--- src/rtl/edlo_pkg.sv ---
// Shared opcodes, FSM state encoding and helpers for the EDLO execution unit.
// Optional multiply is enabled by defining EDLO_MUL_EN.
package edlo_pkg;

    localparam logic [3:0] OP_NOP  = 4'h0;
    localparam logic [3:0] OP_LDI  = 4'h1;
    localparam logic [3:0] OP_LD   = 4'h2;
    localparam logic [3:0] OP_ST   = 4'h3;
    localparam logic [3:0] OP_ADD  = 4'h4;
    localparam logic [3:0] OP_SUB  = 4'h5;
    localparam logic [3:0] OP_AND  = 4'h6;
    localparam logic [3:0] OP_OR   = 4'h7;
    localparam logic [3:0] OP_XOR  = 4'h8;
    localparam logic [3:0] OP_SHL  = 4'h9;
    localparam logic [3:0] OP_SHR  = 4'hA;
    localparam logic [3:0] OP_ADDI = 4'hB;
    localparam logic [3:0] OP_MUL  = 4'hC;
    localparam logic [3:0] OP_OUT  = 4'hD;
    localparam logic [3:0] OP_CLRM = 4'hE;
    localparam logic [3:0] OP_ILL  = 4'hF;

    typedef enum logic [1:0] {
        ST_IDLE = 2'd0,
        ST_MUL  = 2'd1,
        ST_CLRM = 2'd2
    } state_t;

    // Larger of two sizes, used to size the shared step counter.
    function automatic int unsigned edlo_max(input int unsigned a, input int unsigned b);
        return (a > b) ? a : b;
    endfunction

endpackage

--- src/rtl/edlo_regfile.sv ---
// Scratch RAM: one synchronous write port, one asynchronous read port.
// Not reset; a write is visible to the read port on the following cycle.
module edlo_regfile #(
    parameter int unsigned DW    = 8,
    parameter int unsigned DEPTH = 16,
    localparam int unsigned AW   = $clog2(DEPTH)
) (
    input  logic          clk,
    input  logic          we,
    input  logic [AW-1:0] waddr,
    input  logic [DW-1:0] wdata,
    input  logic [AW-1:0] raddr,
    output logic [DW-1:0] rdata
);

    logic [DW-1:0] mem [DEPTH];

    // Write port
    always_ff @(posedge clk) begin
        if (we) begin
            mem[waddr] <= wdata;
        end
    end

    assign rdata = mem[raddr];

endmodule

--- src/rtl/edlo_exec_unit.sv ---
// EDLO execution unit: accumulator ALU, scratch RAM, valid/ready instruction port,
// multi-cycle memory clear and (with EDLO_MUL_EN defined) shift-add multiply.
module edlo_exec_unit
    import edlo_pkg::*;
#(
    parameter int unsigned DW    = 8,
    parameter int unsigned DEPTH = 16,
    localparam int unsigned AW   = $clog2(DEPTH)
) (
    input  logic          clk,
    input  logic          rst_n,
    input  logic          inst_valid,
    output logic          inst_ready,
    input  logic [3:0]    opcode,
    input  logic [AW-1:0] addr,
    input  logic [DW-1:0] data_in,
    output logic [DW-1:0] data_out,
    output logic [DW-1:0] acc,
    output logic          flag_z,
    output logic          flag_c,
    output logic          flag_err
);

    localparam int unsigned CW = $clog2(edlo_max(DW, DEPTH)) + 1;

    state_t        state_q, state_nxt;
    logic [CW-1:0] cnt_q, cnt_nxt;
    logic [DW-1:0] acc_q, acc_nxt;
    logic [DW-1:0] dout_q, dout_nxt;
    logic          z_q, z_nxt;
    logic          c_q, c_nxt;
    logic          err_q, err_nxt;
    logic          ready_q, ready_nxt;

    logic          xfer;
    logic          illegal;
    logic          we_c;
    logic [AW-1:0] waddr_c;
    logic [DW-1:0] wdata_c;
    logic [DW-1:0] mem_rdata;

    logic [DW:0]   alu_wide;
    logic [DW-1:0] alu_res;
    logic          alu_c;
    logic          alu_upd;

`ifdef EDLO_MUL_EN
    logic [2*DW-1:0] prod_q, prod_nxt;
    logic [2*DW-1:0] mcand_q, mcand_nxt;
    logic [DW-1:0]   mplier_q, mplier_nxt;
    logic [2*DW-1:0] prod_step;
`endif

    assign xfer = inst_valid & ready_q;

`ifdef EDLO_MUL_EN
    assign illegal = (opcode == OP_ILL);
`else
    assign illegal = (opcode == OP_ILL) || (opcode == OP_MUL);
`endif

    edlo_regfile #(
        .DW    (DW),
        .DEPTH (DEPTH)
    ) u_regfile (
        .clk   (clk),
        .we    (we_c & rst_n),
        .waddr (waddr_c),
        .wdata (wdata_c),
        .raddr (addr),
        .rdata (mem_rdata)
    );

    // Single-cycle ALU: result, carry and whether acc/flag_z are written
    always_comb begin
        alu_wide = '0;
        alu_res  = acc_q;
        alu_c    = c_q;
        alu_upd  = 1'b0;
        case (opcode)
            OP_LDI: begin
                alu_res = data_in;
                alu_upd = 1'b1;
            end
            OP_LD: begin
                alu_res = mem_rdata;
                alu_upd = 1'b1;
            end
            OP_ADD: begin
                alu_wide = {1'b0, acc_q} + {1'b0, mem_rdata};
                alu_res  = alu_wide[DW-1:0];
                alu_c    = alu_wide[DW];
                alu_upd  = 1'b1;
            end
            OP_SUB: begin
                alu_wide = {1'b0, acc_q} - {1'b0, mem_rdata};
                alu_res  = alu_wide[DW-1:0];
                alu_c    = alu_wide[DW];
                alu_upd  = 1'b1;
            end
            OP_AND: begin
                alu_res = acc_q & mem_rdata;
                alu_upd = 1'b1;
            end
            OP_OR: begin
                alu_res = acc_q | mem_rdata;
                alu_upd = 1'b1;
            end
            OP_XOR: begin
                alu_res = acc_q ^ mem_rdata;
                alu_upd = 1'b1;
            end
            OP_SHL: begin
                alu_res = {acc_q[DW-2:0], 1'b0};
                alu_c   = acc_q[DW-1];
                alu_upd = 1'b1;
            end
            OP_SHR: begin
                alu_res = {1'b0, acc_q[DW-1:1]};
                alu_c   = acc_q[0];
                alu_upd = 1'b1;
            end
            OP_ADDI: begin
                alu_wide = {1'b0, acc_q} + {1'b0, data_in};
                alu_res  = alu_wide[DW-1:0];
                alu_c    = alu_wide[DW];
                alu_upd  = 1'b1;
            end
            default: ;
        endcase
    end

    // FSM next state, datapath next values and RAM write port
    always_comb begin
        state_nxt = state_q;
        cnt_nxt   = cnt_q;
        acc_nxt   = acc_q;
        dout_nxt  = dout_q;
        z_nxt     = z_q;
        c_nxt     = c_q;
        err_nxt   = err_q;
        we_c      = 1'b0;
        waddr_c   = addr;
        wdata_c   = acc_q;
`ifdef EDLO_MUL_EN
        prod_nxt   = prod_q;
        mcand_nxt  = mcand_q;
        mplier_nxt = mplier_q;
        prod_step  = prod_q + (mplier_q[0] ? mcand_q : '0);
`endif
        case (state_q)
            ST_IDLE: begin
                if (xfer) begin
                    if (alu_upd) begin
                        acc_nxt = alu_res;
                        z_nxt   = (alu_res == '0);
                        c_nxt   = alu_c;
                    end
                    case (opcode)
                        OP_LDI, OP_LD: dout_nxt = alu_res;
                        OP_ST:         we_c     = 1'b1;
                        OP_OUT:        dout_nxt = mem_rdata;
                        OP_CLRM: begin
                            state_nxt = ST_CLRM;
                            cnt_nxt   = '0;
                        end
`ifdef EDLO_MUL_EN
                        OP_MUL: begin
                            state_nxt  = ST_MUL;
                            cnt_nxt    = '0;
                            prod_nxt   = '0;
                            mcand_nxt  = (2*DW)'(mem_rdata);
                            mplier_nxt = acc_q;
                        end
`endif
                        default: ;
                    endcase
                    if (illegal) begin
                        err_nxt = 1'b1;
                    end
                end
            end
            ST_CLRM: begin
                we_c    = 1'b1;
                waddr_c = cnt_q[AW-1:0];
                wdata_c = '0;
                if (cnt_q == CW'(DEPTH - 1)) begin
                    state_nxt = ST_IDLE;
                end else begin
                    cnt_nxt = cnt_q + CW'(1);
                end
            end
`ifdef EDLO_MUL_EN
            ST_MUL: begin
                prod_nxt   = prod_step;
                mcand_nxt  = mcand_q << 1;
                mplier_nxt = mplier_q >> 1;
                if (cnt_q == CW'(DW - 1)) begin
                    state_nxt = ST_IDLE;
                    acc_nxt   = prod_step[DW-1:0];
                    z_nxt     = (prod_step[DW-1:0] == '0);
                    c_nxt     = |prod_step[2*DW-1:DW];
                end else begin
                    cnt_nxt = cnt_q + CW'(1);
                end
            end
`endif
            default: state_nxt = ST_IDLE;
        endcase
        ready_nxt = (state_nxt == ST_IDLE);
    end

    // State and datapath registers, synchronous active-low reset
    always_ff @(posedge clk) begin
        if (!rst_n) begin
            state_q <= ST_IDLE;
            cnt_q   <= '0;
            acc_q   <= '0;
            dout_q  <= '0;
            z_q     <= 1'b0;
            c_q     <= 1'b0;
            err_q   <= 1'b0;
            ready_q <= 1'b0;
        end else begin
            state_q <= state_nxt;
            cnt_q   <= cnt_nxt;
            acc_q   <= acc_nxt;
            dout_q  <= dout_nxt;
            z_q     <= z_nxt;
            c_q     <= c_nxt;
            err_q   <= err_nxt;
            ready_q <= ready_nxt;
        end
    end

`ifdef EDLO_MUL_EN
    // Multiplier working registers
    always_ff @(posedge clk) begin
        if (!rst_n) begin
            prod_q   <= '0;
            mcand_q  <= '0;
            mplier_q <= '0;
        end else begin
            prod_q   <= prod_nxt;
            mcand_q  <= mcand_nxt;
            mplier_q <= mplier_nxt;
        end
    end
`endif

    assign inst_ready = ready_q;
    assign data_out   = dout_q;
    assign acc        = acc_q;
    assign flag_z     = z_q;
    assign flag_c     = c_q;
    assign flag_err   = err_q;

endmodule

--- config.mk ---
export PLATFORM = sky130hd
export DESIGN_NAME = edlo_exec_unit
export DESIGN_NICKNAME = d
export VERILOG_FILES = /design/src/rtl/edlo_pkg.sv /design/src/rtl/edlo_regfile.sv /design/src/rtl/edlo_exec_unit.sv
export SDC_FILE = /design/constraint.sdc
export NUM_CORES = 1
export LEC_CHECK = 0
export ABC_AREA = 0
export ABC_CLOCK_PERIOD_IN_PS = 6400
export CORE_MARGIN = 2
export CORE_UTILIZATION = 30
export CTS_BUF_LIST = sky130_fd_sc_hd__clkbuf_8 sky130_fd_sc_hd__clkbuf_16
export CTS_CLUSTER_SIZE = 28
export DETAILED_ROUTE_END_ITERATION = 7
export HOLD_SLACK_MARGIN = 0.08
export PLACE_DENSITY = 0.53
export SETUP_SLACK_MARGIN = 0.3
export SLEW_MARGIN = 20
export SYNTH_ARGS = -nofsm -noshare
export SYNTH_HDL_FRONTEND = slang
export SYNTH_SLANG_ARGS = --single-unit
export TNS_END_PERCENT = 5
--- constraint.sdc ---
create_clock -name clk -period 6.4 [get_ports clk]
set_clock_uncertainty 0.2 [all_clocks]
set_input_delay 1.28 -clock clk [delete_from_list [all_inputs] [get_ports clk]]
set_output_delay 1.28 -clock clk [all_outputs]
set_load 0.02 [all_outputs]
==> results.txt, run 1 <==
Multi-input gate area -> 3690 um2
CTS root buf -> clkbuf_16
diode count -> 0
Mapped Cells -> 692
CTS max path bufs -> 2
crit start category -> input port
Worst Path Required -> 6.54 ns
status -> completed
GPL Wtd Cong -> 0.887
CTS tree -> built
fillcell total -> 2,714
first-pass GRT wire length -> 35,500 um
CTS buffer count -> 17
DIE AREA -> 29,400 um2
Net Count, Synth -> 754
worst-path cell chain -> clkdlybuf4s50_1 > buf_4 > mux4_1 > a22o_1 > a221oi_2 > ha_1 > a2111oi_4 > nor2_1 > a221o_1 > a2111oi_2 > nand2b_1 > o2111ai_1 > o31ai_2
Power, Total -> 2.45 mW
worst-margin pin slew -> 1.09 ns
global-route usage over all layers -> 16.4%
Total Nets Final -> 794
via-per-instance ratio -> 5.20
die width -> 171 um
IO Port Bufs -> 38
antenna viol nets, final -> 0
Area Overhead vs Synth -> 17.1%
DRC -> 0
WP buf/inv -> 2
CP max stage delay -> 0.81 ns
pin count of the biggest net entering global routing -> 30
setup_tns -> 0 ns
Setup Fix Bufs, Post-CTS -> 0
RSZ-0062 raised after global routing -> false
post-synthesis cell type count -> 79
Synth async-reset ratio -> 0%
hpwl dp -> 16,600 um
Synth top cells by count -> edfxtp_1 (128), nor2_1 (52), nand2_1 (50)
Synth area leader -> edfxtp_1
EDFF count, synth -> 128
final max-slew violation count -> 0
Top Family by Delay on Critical Path -> compound AO/OA/AOI/OAI gates
core area -> 27,700 um2
Final setup viols -> 0
Seq. cell area -> 4380 um2
Yosys Warn Count -> 0
share of the synthesized area in the top cell type -> 45.7%
Routed WL per cell -> 20.8 um
fmax -> 175 MHz
initial antenna violation count -> 0
Hold/Removal Path Class -> reg2reg
hold_buf cts -> 0
Max-cap violations -> 0
Sink Count -> 155
Area contributors post-synth -> edfxtp_1 (46%), mux4_2 (7.0%), dfxtp_1 (6.4%)
Initial DRC Count -> 477
vias -> 5,839
layout cells sized above 1 -> 12.9%
Seq/Total Area, Yosys -> 52.1%
vias in the first global route -> 5,671
fin crit share -> 89.5%
CP max FO -> 10
Pleak -> 3.76 nW
drt pass-1 iters -> 5
synthesized flop and latch total -> 155
Routed WL -> 23,300 um
Peak VDD IR -> 0.000192 V
Worst EP arrival -> 5.86 ns
H-tree levels -> 4
clk slew on worst S/H paths -> 0.07 ns
Skew-Pair Late Insertion Delay -> 0.42 ns
top-level port count -> 39
nature of the critical path endpoint -> flip-flop
post-cts sizing count -> 0
Critical Setup Path Class -> in2reg
total gr overflow -> 0
slew margin rel. -> 27.0%
initial core utilization -> 30.4%
synthesized cell area -> 8410 um2
Critical-path top delay cell -> clkdlybuf4s50_1
Die H -> 171 um
count leader, synth -> edfxtp_1
Main synth FF type -> edfxtp_1
FP Rows -> 61
Power Dens Cells -> 249 nW/um2
post-route minimum period -> 5.73 ns
syn avg cell area -> 12.2 um2
Fin. Hold Viols -> 0
## area by class of cell
cell class	instances	area share (%)
clock buffers	18	4.46
flip-flops and latches	155	44.5
repair buffers	57	5.39
inverters	38	1.45
multi-input cells	463	37.5
clock inverters	14	1.84
well taps	378	4.80
## flip-flops by register name, indices dropped and copies added, names as in the netlist
name / flops
acc: 8
cnt_q: 5
data_out: 8
flag_c: 1
flag_err: 1
flag_z: 1
inst_ready: 1
state_q: 2
u_regfile.mem: 128
## where the power goes
part / total [mW] / internal, mW / switching (mW) / leakage (nW)
Combinational: 0.297 / 0.118 / 0.180 / 1.89
Clock: 1.05 / 0.659 / 0.393 / 0.311
Sequential: 1.10 / 1.09 / 0.00900 / 1.56
## worst reg2reg max path, delay by kind of cell, from the launching register on
family,cells,cell delay [ns]
compound gates,6,2.17
fa+ha+maj,1,0.36
simple gates,5,0.67
flops,1,0.36
mux,1,0.51
## per-layer routing
layer	global-route usage [%]	vias to the layer above	routed length, um
met5	0	-	0
met4	5.60	0	554
met3	2.85	34	1030
met2	26.1	163	10800
met1	22.7	2920	10900
li1	-	2722	-
## cell usage in the layout, fill, tap and decap left out, drive strengths merged, types with 5 or more instances in the layout
master,n
nor2,52
clkbuf,18
mux4,29
a22o,5
inv,42
nand3,12
ha,40
dfxtp,27
a21oi,42
nand2,51
edfxtp,128
and2,8
a22oi,7
nor3,13
o21ai,30
and3,8
buf,20
nand2b,7
o211a,14
xnor2,6
clkdlybuf4s50,37
nor2b,14
a31oi,6
a211oi,15
mux2i,14
o211ai,6
## kinds of logic after synthesis
family          count (synthesis)  synth area share (%)
compound gates                175                  15.1
xor+xnor                        9                 0.937
fa+ha+maj                      43                  6.66
buf+inv                        74                  4.03
flops                         155                  52.1
mux                            47                  10.1
other cells                     1                0.0446
simple gates                  188                  11.0
## final timing paths
kind,startpoint,endpoint,slack (ns),cells after the start
max,addr[0],flag_z$_SDFFE_PN0P_,0.67,13
min,flag_err$_SDFFE_PN0P_,flag_err$_SDFFE_PN0P_,0.27,1
max reg2reg,u_regfile.mem[11][1]$_DFFE_PP_,flag_z$_SDFFE_PN0P_,2.06,13
min reg2reg,flag_err$_SDFFE_PN0P_,flag_err$_SDFFE_PN0P_,0.27,1
## metrics by stage
| stage | area (um2) | util (%) | hold WS (ns) | std cells | setup slack, ns |
|---|---|---|---|---|---|
| floorplan | 8410 | - | 0.279 | 692 | 1.36 |
| global placement | 9220 | 33.3 | 0.262 | 1091 | 0.275 |
| detailed placement | 9220 | 33.3 | 0.267 | 1091 | 0.263 |
| CTS | 9840 | 35.5 | 0.281 | 1123 | 0.682 |
| global route | 9850 | 35.5 | 0.308 | 1123 | 0.386 |
| finish | 9850 | 35.5 | 0.273 | 1123 | 0.675 |
Note: power is estimated with default switching activity, not from simulation.
==> run 2, diff against run 1 <==
--- a/config.mk
+++ b/config.mk
@@ -6,7 +6,7 @@
 export NUM_CORES = 1
 export LEC_CHECK = 0
 export ABC_AREA = 0
-export ABC_CLOCK_PERIOD_IN_PS = 6400
+export ABC_CLOCK_PERIOD_IN_PS = 6100
 export CORE_MARGIN = 2
 export CORE_UTILIZATION = 30
 export CTS_BUF_LIST = sky130_fd_sc_hd__clkbuf_8 sky130_fd_sc_hd__clkbuf_16
==> constraint.sdc (replaced) <==
create_clock -name clk -period 6.1 [get_ports clk]
set_clock_uncertainty 0.2 [all_clocks]
set_input_delay 1.22 -clock clk [delete_from_list [all_inputs] [get_ports clk]]
set_output_delay 1.22 -clock clk [all_outputs]
set_load 0.02 [all_outputs]
==> results.txt, run 2 (synthesized netlist as in run 1, its figures left out) <==
Pleak -> 3.82 nW
die width -> 171 um
final max-slew violation count -> 0
commonest non-fill, non-tap cells in the layout -> edfxtp_1 (128), nor2_1 (50), nand2_1 (50)
worst-path cell chain -> clkdlybuf4s50_1 > buf_4 > mux4_2 > a22o_1 > a221oi_2 > ha_1 > a2111oi_4 > nor2_1 > a221o_1 > a2111oi_2 > nand2b_1 > o2111ai_1 > o31ai_2
Reg with most FFs -> u_regfile.mem
CP max FO -> 10
fillcell total -> 2,694
Area Overhead vs Synth -> 18.3%
vias in the first global route -> 5,827
first-pass GRT wire length -> 35,600 um
RSZ-0062 raised after global routing -> false
fmax -> 187 MHz
DIE AREA -> 29,400 um2
CTS root buf -> clkbuf_16
Power Dens Cells -> 263 nW/um2
initial antenna violation count -> 0
post-route insts no fill -> 1,136
leading cell type in the layout, fill and taps excluded -> edfxtp_1
nature of the critical path endpoint -> flip-flop
Final WS setup -> 0.761 ns
Final setup viols -> 0
Routed WL -> 23,600 um
H-tree levels -> 4
hold_buf cts -> 0
setup_tns -> 0 ns
Critical Setup Path Class -> in2reg
Routed WL per cell -> 20.8 um
Worst EP arrival -> 5.48 ns
fin crit share -> 87.5%
crit path launch -> addr[0]
top-level port count -> 39
max reg flops -> 128
core area -> 27,700 um2
Multi-input gate area -> 3690 um2
pin count of the biggest net entering global routing -> 30
total gr overflow -> 0
reg-to-reg startpoint -> u_regfile.mem[9][1]$_DFFE_PP_
drt pass-1 iters -> 5
post-route minimum period -> 5.34 ns
Hold/Removal Path Class -> reg2reg
hold_ws -> 0.272 ns
status -> completed
CTS tree -> built
initial core utilization -> 30.4%
post-cts sizing count -> 0
clk slew on worst S/H paths -> 0.07 ns
via-per-instance ratio -> 5.20
Setup Fix Bufs, Post-CTS -> 0
crit start category -> input port
Fin. Hold Viols -> 0
FP Rows -> 61
Power, Total -> 2.61 mW
antenna viol nets, final -> 0
GPL Wtd Cong -> 0.877
placed cells -> 1,104
Seq. cell area -> 4380 um2
IO Port Bufs -> 38
hold_sp -> flag_c$_SDFFE_PN0P_
hpwl dp -> 17,000 um
Peak VDD IR -> 0.000170 V
layout cells sized above 1 -> 14.5%
Critical-path top delay cell -> clkdlybuf4s50_1
Worst Path Required -> 6.25 ns
DRC -> 0
slew margin rel. -> 29.9%
Post-Place Worst Slack -> 0.374 ns
Die H -> 171 um
vias -> 5,908
Skew-Pair Late Insertion Delay -> 0.43 ns
CP max stage delay -> 0.58 ns
global-route usage over all layers -> 16.4%
Total Nets Final -> 807
Initial DRC Count -> 469
diode count -> 0
CTS buffer count -> 17
Max-cap violations -> 0
CTS max path bufs -> 2
Sink Count -> 155
worst-margin pin slew -> 1.05 ns
==> run 2: cell types whose count changed in the layout (fill, tap and decap cells not counted), moves of 2 or more <==
cell / delta
inv_8: +5
buf_4: +13
inv_1: -4
clkinvlp_4: -2
inv_6: +2
clkinv_1: +2
==> run 2: path summary, 6_finish.rpt <==
check / endpoint / slack (ns) / depth (start not counted)
setup / recovery: flag_z$_SDFFE_PN0P_ / 0.76 / 13
hold / removal: flag_c$_SDFFE_PN0P_ / 0.27 / 2
setup reg to reg: flag_z$_SDFFE_PN0P_ / 1.91 / 13
hold reg to reg: flag_c$_SDFFE_PN0P_ / 0.27 / 2
==> run 2: final cells by class <==
class / count / area share (%)
inverter: 38 / 1.43
multi-input combinational: 463 / 37.1
clock inverter: 15 / 2.06
tap: 378 / 4.75
sequential: 155 / 44.1
clock buffer: 17 / 4.28
timing repair buffer: 70 / 6.31
==> run 2: layer usage <==
layer | vias to the layer above | wire (um) | global-route usage [%]
met2 | 206 | 10900 | 26.1
met3 | 35 | 1470 | 3.15
met5 | - | 0 | 0
met4 | 0 | 555 | 5.75
li1 | 2751 | - | -
met1 | 2916 | 10600 | 22.3
==> run 2: critical path, delay by kind of cell <==
family                     cells  cell delay (ns)
AOI/OAI and AO/OA              7             2.13
buffers and inverters          2             0.83
muxes                          1             0.53
adders and majority gates      1             0.47
and+or+nand+nor                2             0.31
==> run 2: report_power, final <==
part	leakage, nW	switching [mW]	internal [mW]
clock	0.310	0.476	0.664
sequential	1.56	0.00930	1.15
combinational	1.96	0.192	0.127
total	3.82	0.678	1.94
==> run 2: metrics by stage <==
| step | utilization [%] | instance area (um2) |
|---|---|---|
| floorplan | - | 8410 |
| global placement | 33.6 | 9320 |
| detailed placement | 33.6 | 9320 |
| CTS | 35.9 | 9950 |
| global route | 35.9 | 9950 |
| finish | 35.9 | 9950 |
